===== src/rtl/mux_rr_sched.sv =====
// Round-robin owner scheduler in front of the 16:1 function mux.
// Optional idle select sweep: define MUX_SCAN_EN.
module mux_rr_sched #(
    parameter int DWELL    = 4,
    parameter int MAX_HOLD = 16
) (
    input  logic        clk,
    input  logic        rst,
    input  logic [15:0] req,
    input  logic        done,
    output logic        S1,
    output logic        S2,
    output logic        S3,
    output logic        S4,
    output logic [15:0] grant,
    output logic        valid,
    output logic        timeout
);

    localparam int CW = (MAX_HOLD > 1) ? $clog2(MAX_HOLD) : 1;
    localparam logic [CW-1:0] CMAX = CW'(MAX_HOLD - 1);
    localparam logic [CW-1:0] DMIN = CW'(DWELL - 1);

    typedef enum logic [1:0] {IDLE, OWN, GAP} state_t;

    state_t        state;
    logic [3:0]    sel;
    logic [3:0]    last;
    logic [3:0]    win;
    logic [3:0]    idx;
    logic          found;
    logic [CW-1:0] cnt;
    logic          expire;
    logic          rel;

    // Scan starts just past the previous winner, so it ranks last.
    always_comb begin
        win   = last;
        idx   = last;
        found = 1'b0;
        for (int i = 1; i <= 16; i++) begin
            idx = last + 4'(i);
            if (!found && req[idx]) begin
                win   = idx;
                found = 1'b1;
            end
        end
    end

    assign expire = (cnt == CMAX);
    assign rel    = expire || !req[sel] || (done && cnt >= DMIN);

    always_ff @(posedge clk or posedge rst) begin
        if (rst) begin
            state   <= IDLE;
            sel     <= 4'd0;
            last    <= 4'd15;
            grant   <= 16'd0;
            valid   <= 1'b0;
            timeout <= 1'b0;
            cnt     <= '0;
        end else begin
            timeout <= 1'b0;
            unique case (state)
                IDLE: begin
                    if (found) begin
                        sel   <= win;
                        grant <= 16'd1 << win;
                        valid <= 1'b1;
                        last  <= win;
                        cnt   <= '0;
                        state <= OWN;
                    end else begin
`ifdef MUX_SCAN_EN
                        sel <= sel + 4'd1;
`else
                        sel <= sel;
`endif
                    end
                end
                OWN: begin
                    if (rel) begin
                        grant   <= 16'd0;
                        valid   <= 1'b0;
                        timeout <= expire;
                        state   <= GAP;
                    end else begin
                        cnt <= cnt + 1'b1;
                    end
                end
                GAP: state <= IDLE;
                default: state <= IDLE;
            endcase
        end
    end

    assign {S1, S2, S3, S4} = sel;

endmodule


===== config.mk =====
export PLATFORM = sky130hd
export DESIGN_NAME = mux_rr_sched
export DESIGN_NICKNAME = d
export VERILOG_FILES = /design/src/rtl/mux_rr_sched.sv
export SDC_FILE = /design/constraint.sdc
export NUM_CORES = 1
export LEC_CHECK = 0
export BUFFER_PORTS_ARGS = -buffer_cell sky130_fd_sc_hd__buf_2
export CAP_MARGIN = 20
export CORE_MARGIN = 5
export CORE_UTILIZATION = 50
export CTS_CLUSTER_SIZE = 30
export DETAILED_ROUTE_END_ITERATION = 12
export PLACE_DENSITY = 0.73
export RECOVER_POWER = 50
export SLEW_MARGIN = 20
export SYNTH_ARGS = -nofsm -noshare
export SYNTH_HDL_FRONTEND = slang
export SYNTH_SLANG_ARGS = --single-unit

===== constraint.sdc =====
create_clock -name clk -period 6.69 [get_ports clk]
set_input_delay 0.3345 -clock clk [delete_from_list [all_inputs] [get_ports clk]]
set_output_delay 0.3345 -clock clk [all_outputs]
set_load 0.1 [all_outputs]

==> impl_metrics.tcl, run 1 <==
set metrics [dict create \
    outcome "finished, violations left" \
    failed_checks "capacitance limit, slew limit" \
    drive_above_1_share_pct 22.0 \
    io_buffers 40 \
    required_ns 6.83 \
    placed_cell_area_um2 3930 \
    grt_max_degree 33 \
    grt_pass1_wl_mm 17.4 \
    gp_congestion 0.980 \
    fill_cells 652 \
    hp-class "in -> reg" \
    die_h_um 95.8 \
    initialDrtViolationCount 407 \
    period_share_pct 88.3 \
    netlist_area_um2 3680 \
    utilization_pct 55.7 \
    clk_pin_slew_worst_paths_ns 0.07 \
    slew_viol_final 33 \
    crit_arrival_ns 6.05 \
    synth_cells 383 \
    synth_edf_count 0 \
    nets 445 \
    diodes 0 \
    skew_ns 0.00440 \
    core_um2 7210 \
    synth_top_area_cell "dfrtp_1" \
    insertion_delay_ns 0.28 \
    totalNegativeSetupSlack_ns 0 \
    critPathMaxFanout 28 \
    finalWirelength_mm 10.6 \
    grt_setup_unrepaired "false" \
    htreeDepth 2 \
    yosysSeqAreaShare_pct 21.9 \
    crit_type "reg -> reg" \
    ant_nets 0 \
    dr.pass1.iters 5 \
    avgSynthCellArea_um2 9.61 \
    ios 41 \
    period_minus_slack_ns 5.91 \
    critPathSlowestCell "ha_1" \
    clock-sinks 32 \
    grt_pass1_vias 3433 \
    ctsResizeCount 0 \
    worstSetupStartpointType "flip-flop" \
    cp_common_cell "inv_1" \
    hold_viol_final 0 \
    clockBufferDepth 2 \
    final-setup-viol-count 0 \
    die-width_um 95.8 \
    drcViolationCount 0 \
    die_area_um2 9180 \
    ys_types 75 \
    grt_overflow 0 \
    cap_violations 1 \
    yosys-top-cells-count "nand2_1 (50), dfrtp_1 (28), mux2i_1 (27)" \
    synth.top_cell.area_share_pct 19.0 \
    synth_fp_nets 411 \
    hpwl_mm 7.85 \
    cpPeakStageDelay_ns 0.98 \
    vias 3485 \
    rows 31 \
    endpoint_kind "flip-flop" \
    area_delta_synth_final_pct 9.21 \
    ys.warnings.count 0 \
    async_reset_ff_share_pct 100 \
    cts_hold_buf 0 \
    yosysMostFrequentCell "nand2_1" \
    synth_seq_cells 32 \
    fmax_ghz 0.169 \
    cts_tree "built" \
    slew_headroom_pct -11.1 \
    start_util_pct 51.0 \
    timing.hold.ws_ns 0.444 \
    vias_per_cell 6.74 \
    postCtsSetupRepairBufs 0 \
    cts-root-buf "clkbuf_8" \
    crit_chain "inv_1 -> ha_1 -> mux4_1 -> mux2_2 -> a2111oi_2 -> and3_1 -> nand4_2 -> nor4b_1 -> or3_1 -> inv_1 -> nand2b_1 -> o31ai_1" \
    numCtsBuffers 5 \
    synthTopCellsByArea "dfrtp_1 (19%), mux4_2 (8.0%), mux4_1 (7.8%), mux2i_1 (7.3%), mux2_2 (5.2%)" \
    stdcell_area_um2 4020 \
    synth_top_flop_cell "dfrtp_1" \
    wl_per_cell_um 20.5 \
    antenna_found_initial 0 \
    worst_slew_pin_slew_ns 1.67 \
    track_usage_pct 23.8 \
]
placed cells by master, fill, tap and decap left out, types with 4 or more instances in the layout:
cell type  synthesis  layout
nand2_1           50      50
buf_2              4      30
dfrtp_1           28      28
mux2i_1           27      26
nand3_1           25      25
nor2_1            19      19
mux2_2            17      17
a21oi_1           15      15
inv_1             14      14
o21ai_0           14      14
mux4_2            13      13
o31ai_1           12      12
clkbuf_1           7      12
mux4_1            11      11
xnor2_1           10      10
ha_1               9       9
and3_1             5       5
o22ai_1            5       5
clkbuf_8           0       5
xor2_1             4       4
nor2b_1            4       4
nand2b_1           4       4
a32oi_1            4       4
o211ai_1           4       4
a31oi_1            4       4
dfstp_2            4       4
stage by stage:
stage,setup WS [ns],std cells
floorplan,2.04,383
global placement,1.15,509
detailed placement,0.921,509
CTS,0.862,517
global route,0.452,517
finish,0.781,517
metal layers:
metal / vias up / routed length [um] / GRT usage, %
li1: 1568 / - / -
met1: 1689 / 4550 / 33.8
met2: 194 / 4840 / 35.6
met3: 34 / 874 / 5.08
met4: 0 / 349 / 9.00
met5: - / 0 / 0
cell families after synthesis:
logic type / count (synthesis) / share of synthesized area [%]
simple gates: 130 / 18.1
compound gates: 97 / 20.0
mux: 70 / 29.4
flops: 32 / 21.9
buf+inv: 31 / 4.21
xor+xnor: 14 / 3.33
fa+ha+maj: 9 / 3.06
path summary, 6_finish.rpt:
path	startpoint	endpoint	slack, ns	cells after the start
hold reg to reg	grant[3]$_DFFE_PP0P_	grant[3]$_DFFE_PP0P_	0.48	2
min in group asynchronous	rst	valid$_DFFE_PP0P_	0.62	3
hold / removal	done	cnt[0]$_DFFE_PP0P_	0.44	4
setup / recovery	last[0]$_DFFE_PP1P_	grant[8]$_DFFE_PP0P_	0.78	12
setup reg to reg	last[0]$_DFFE_PP1P_	grant[8]$_DFFE_PP0P_	0.78	12
max in group asynchronous	rst	grant[4]$_DFFE_PP0P_	5.10	3
final cells by class:
cell class	count	area, um^2	share of cell area [%]
multi-input combinational	320	2730	67.8
sequential	32	806	20.0
timing repair buffer	42	199	4.95
tap	99	124	3.08
clock buffer	6	72.6	1.80
inverter	16	60.1	1.49
clock inverter	2	35.0	0.871
sequential cells by signal (all words and copies together) (netlist names):
name     flops
timeout      1
last         4
sel          4
valid        1
state        2
grant       16
cnt          4
critical path, delay by kind of cell (launching register included):
kind,cells,cell delay [ns]
AOI/OAI and AO/OA,2,0.76
adders and majority gates,1,0.98
buffers and inverters,2,0.53
DFF,1,0.94
muxes,2,0.82
and+or+nand+nor,5,1.72
Power of run 1 is not shown: default switching activity piles up to over one toggle a cycle in this logic, so the estimate is an artifact.
==> run 2, diff against run 1 <==
--- a/config.mk
+++ b/config.mk
@@ -7,6 +7,7 @@
 export LEC_CHECK = 0
 export BUFFER_PORTS_ARGS = -buffer_cell sky130_fd_sc_hd__buf_2
 export CAP_MARGIN = 20
+export CORE_ASPECT_RATIO = 0.75
 export CORE_MARGIN = 5
 export CORE_UTILIZATION = 50
 export CTS_CLUSTER_SIZE = 30
==> run 2 against run 1 <==
The flow still finishes with violations (capacitance limit, slew limit). Global-route usage decreased by 0.35 points. Wire length decreased by 0.85%. Sequential cell count unchanged. Highest routed layer unchanged.
==> impl_metrics.tcl, run 2 (same netlist as run 1, synthesis figures left out) <==
set metrics [dict create \
    endpoint_kind "flip-flop" \
    clk_pin_slew_worst_paths_ns 0.06 \
    required_ns 6.83 \
    slew_headroom_pct -10.5 \
    vias 3511 \
    vias_per_cell 6.76 \
    insertion_delay_ns 0.28 \
    die-width_um 109 \
    largest_reg_flops 16 \
    ios 41 \
    slew_viol_final 33 \
    critPathMaxFanout 28 \
    reg2reg_slack_ns 0.80 \
    grt_setup_unrepaired "false" \
    critPathSlowestCell "ha_1" \
    ctsResizeCount 0 \
    area_delta_synth_final_pct 8.43 \
    cap_violations 1 \
    max_flop_register "grant" \
    crit_chain "inv_1 -> ha_1 -> mux4_1 -> mux2_2 -> mux2_2 -> nor4_4 -> nand4_2 -> nor4b_1 -> or3_1 -> inv_1 -> nand2_1 -> o41ai_1" \
    crit_start "last[0]$_DFFE_PP1P_" \
    dr.pass1.iters 5 \
    r2r_end "grant[11]$_DFFE_PP0P_" \
    hp-class "in -> reg" \
    nets 445 \
    wl_per_cell_um 20.3 \
    clockBufferDepth 2 \
    skew_ns 0.00725 \
    grt_pass1_vias 3366 \
    core_um2 7260 \
    outcome "finished, violations left" \
    placed_cell_area_um2 3930 \
    grt_max_degree 33 \
    crit_arrival_ns 6.03 \
    postCtsSetupRepairBufs 0 \
    grt_overflow 0 \
    die_h_um 84.3 \
    drcViolationCount 0 \
    rows 27 \
    ant_nets 0 \
    worstSetupStartpointType "flip-flop" \
    final-setup-viol-count 0 \
    seq_area_um2 806 \
    initialDrtViolationCount 461 \
    start_util_pct 50.7 \
    cts-root-buf "clkbuf_8" \
    crit_type "reg -> reg" \
    cts_tree "built" \
    r2r_cells 12 \
    multiInputGateArea_um2 2720 \
    failed_checks "capacitance limit, slew limit" \
    stdcell_area_um2 3990 \
    track_usage_pct 23.5 \
    clock-sinks 32 \
    grt_pass1_wl_mm 17.4 \
    r2r-start "last[0]$_DFFE_PP1P_" \
    fill_cells 634 \
    numCtsBuffers 5 \
    cpPeakStageDelay_ns 0.96 \
    gp_congestion 1.00 \
    worst_slew_pin_slew_ns 1.66 \
    finalWirelength_mm 10.5 \
    final_common_cell "nand2_1" \
    cts_hold_buf 0 \
    diodes 0 \
    io_buffers 40 \
    period_share_pct 88.0 \
    hpwl_mm 7.85 \
    fmax_ghz 0.170 \
    antenna_found_initial 0 \
    die_area_um2 9200 \
    drive_above_1_share_pct 21.3 \
    totalNegativeSetupSlack_ns 0 \
    crit_path_end "grant[11]$_DFFE_PP0P_" \
    period_minus_slack_ns 5.89 \
    mostFrequentLayoutCells "nand2_1 (50), buf_2 (30), dfrtp_1 (28), mux2i_1 (27), nand3_1 (25)" \
    htreeDepth 2 \
    hold_viol_final 0 \
]
run 2: cell types whose count changed in the layout (fill, tap and decap cells not counted):
cell       before  now
bufinv_16       1    0
clkbuf_1       12   14
clkinv_2        1    0
mux2i_1        26   27
mux2i_2         1    0
run 2: worst min-delay path by stage:
| stage | startpoint | to | slack, ns | cells past startpoint |
|---|---|---|---|---|
| 6_report | done | cnt[0]$_DFFE_PP0P_ | 0.45 | 4 |
| 5_1_grt | done | cnt[0]$_DFFE_PP0P_ | 0.48 | 4 |
| 2_1_floorplan | rst | cnt[0]$_DFFE_PP0P_ | 0.45 | 1 |
| 3_5_place_dp | rst | grant[5]$_DFFE_PP0P_ | 0.44 | 3 |
| 3_3_place_gp | rst | timeout$_DFF_PP0_ | 0.43 | 3 |
| 4_1_cts | rst | sel[1]$_DFFE_PP0P_ | 0.13 | 3 |
run 2: layer usage:
layer	part of all wire, %	GRT usage, %	up-vias
met5	0	0	-
met3	11	5.46	28
met1	44	35.3	1685
met2	43	33.8	224
li1	-	-	1574
met4	2.3	5.96	0
run 2: stage by stage:
step,hold slack [ns],setup slack (ns),utilization (%),cells
after global routing,0.478,0.394,55.0,519
after floorplan,0.448,2.04,-,383
final,0.451,0.802,55.0,519
after detailed placement,0.437,0.929,54.1,511
after global placement,0.433,1.21,54.1,511
after CTS,0.131,0.912,55.2,519
run 2: final cells by class:
class | instances | area share (%)
well taps | 101 | 3.17
clock buffers | 8 | 2.01
inverters | 16 | 1.50
repair buffers | 42 | 4.98
flip-flops and latches | 32 | 20.2
multi-input cells | 320 | 68.2
run 2: critical path: cells and delay by family (launching register included):
family | cells | cell delay, ns
AO/OA/AOI/OAI | 1 | 0.11
adder cells (fa/ha/maj) | 1 | 0.96
buffers and inverters | 2 | 0.51
flip-flops | 1 | 0.94
multiplexers | 3 | 1.16
AND/OR/NAND/NOR | 5 | 2.06
Power of run 2 is left out for the same reason.
==> run 3, diff against run 2 <==
--- a/config.mk
+++ b/config.mk
@@ -9,10 +9,10 @@
 export CAP_MARGIN = 20
 export CORE_ASPECT_RATIO = 0.75
 export CORE_MARGIN = 5
-export CORE_UTILIZATION = 50
+export CORE_UTILIZATION = 55
 export CTS_CLUSTER_SIZE = 30
 export DETAILED_ROUTE_END_ITERATION = 12
-export PLACE_DENSITY = 0.73
+export PLACE_DENSITY = 0.79
 export RECOVER_POWER = 50
 export SLEW_MARGIN = 20
 export SYNTH_ARGS = -nofsm -noshare
==> run 3 against run 2 <==
The run still ends with capacitance limit, slew limit left. Worst hold slack lost 0.0067 ns. Global-route usage grew 2.3 points. Die area shrank 8.2%. Sequential cell count is the same. Non-clock buffer count is 2 higher. Critical path depth stayed put. Final area hardly changed. Sequential share of layout area barely moved. Clock skew shrank 0.00052 ns. Wire length rose by 0.67%. First-iteration DRC count shrank 19%. Via count grew 1.1%. Highest routed layer unchanged.
==> impl_metrics.tcl, run 3 (same netlist as run 1, synthesis figures left out) <==
set metrics [dict create \
    outcome "finished, violations left" \
    failed_checks "capacitance limit, slew limit" \
    cts_hold_buf 0 \
    critPathSlowestCell "ha_1" \
    finalWirelength_mm 10.6 \
    cap_violations 1 \
    gp_congestion 1.00 \
    die_h_um 80.9 \
    largest_reg_flops 16 \
    period_minus_slack_ns 5.85 \
    worstSetupStartpointType "flip-flop" \
    drive_above_1_share_pct 22.4 \
    placed_cell_area_um2 3920 \
    numCtsBuffers 5 \
    grt_setup_unrepaired "false" \
    ctsResizeCount 0 \
    ios 41 \
    clockBufferDepth 2 \
    crit_arrival_ns 6.01 \
    insertion_delay_ns 0.29 \
    crit_type "reg -> reg" \
    cpPeakStageDelay_ns 0.97 \
    final-setup-viol-count 0 \
    r2r_cells 12 \
    stdcell_area_um2 4000 \
    core_um2 6410 \
    grt_pass1_vias 3316 \
    dr.pass1.iters 5 \
    crit_family "simple AND/OR/NAND/NOR gates" \
    die-width_um 104 \
    grt_pass1_wl_mm 17.6 \
    final_common_cell "nand2_1" \
    slew_headroom_pct -10.7 \
    required_ns 6.85 \
    postCtsSetupRepairBufs 0 \
    clock-sinks 32 \
    endpoint_kind "flip-flop" \
    fill_cells 549 \
    hold_viol_final 0 \
    critPathMaxFanout 28 \
    area_delta_synth_final_pct 8.49 \
    wl_per_cell_um 21.2 \
    grt_overflow 0 \
    crit_chain "inv_1 -> ha_1 -> mux4_1 -> mux2_2 -> mux2_4 -> nor4_4 -> nand4_2 -> nor4b_1 -> or3_1 -> inv_1 -> nand2_1 -> o31ai_1" \
    worst_slew_pin_slew_ns 1.66 \
    initialDrtViolationCount 374 \
    max_flop_register "grant" \
    clk_pin_slew_worst_paths_ns 0.07 \
    whs_path_depth 4 \
    fmax_ghz 0.171 \
    path_buf_inv 2 \
    ant_nets 0 \
    timing.hold.ws_ns 0.444 \
    die_area_um2 8450 \
    vias_per_cell 7.08 \
    diodes 0 \
    rows 25 \
    totalNegativeSetupSlack_ns 0 \
    worst-path-stages 12 \
    grt_max_degree 33 \
    nets 447 \
    htreeDepth 2 \
    drcViolationCount 0 \
    cp_common_cell "inv_1" \
    slew_viol_final 33 \
    period_share_pct 87.5 \
    vias 3549 \
    hpwl_mm 7.99 \
    antenna_found_initial 0 \
    io_buffers 40 \
    hp-class "in -> reg" \
    cts-root-buf "clkbuf_8" \
    skew_ns 0.00673 \
    track_usage_pct 25.8 \
    mostFrequentLayoutCells "nand2_1 (50), buf_2 (30), dfrtp_1 (28), mux2i_1 (27), nand3_1 (25)" \
    cts_tree "built" \
    start_util_pct 57.4 \
]
==> run 3: final timing paths <==
path	from	end	slack, ns
worst max register to register	last[0]$_DFFE_PP1P_	grant[9]$_DFFE_PP0P_	0.84
max in group asynchronous	rst	grant[10]$_DFFE_PP0P_	5.11
worst min register to register	grant[0]$_DFFE_PP0P_	grant[0]$_DFFE_PP0P_	0.48
worst min-delay path	done	cnt[0]$_DFFE_PP0P_	0.44
worst max-delay path	last[0]$_DFFE_PP1P_	grant[9]$_DFFE_PP0P_	0.84
min in group asynchronous	rst	sel[0]$_DFFE_PP0P_	0.62
==> run 3: worst min-delay path, cell delays in order <==
cell and delay [ns]:
buf_2 0.09, o22ai_1 0.07, nand3_1 0.11, mux2i_1 0.07
==> run 3: layout make-up <==
class / instances / area [um^2] / share of cell area [%]
clock inverters: 2 / 10.0 / 0.251
flip-flops and latches: 32 / 806 / 20.2
well taps: 81 / 101 / 2.54
clock buffers: 6 / 82.6 / 2.07
repair buffers: 44 / 214 / 5.36
multi-input cells: 320 / 2720 / 68.1
inverters: 16 / 60.1 / 1.50
==> run 3: metal layers <==
metal	share of wire, %	vias to the layer above	GRT usage (%)
li1	-	1583	-
met1	44	1727	37.5
met2	42	215	38.0
met3	12	24	7.07
met4	2.0	0	6.99
met5	0	-	0
==> run 3: stage by stage <==
step | std cells | setup WS, ns | utilization, %
floorplan | 383 | 2.04 | -
global placement | 493 | 1.31 | 61.1
detailed placement | 493 | 1.02 | 61.1
CTS | 501 | 0.973 | 62.6
global route | 501 | 0.414 | 62.3
finish | 501 | 0.837 | 62.3
Power of run 3 is left out for the same reason.
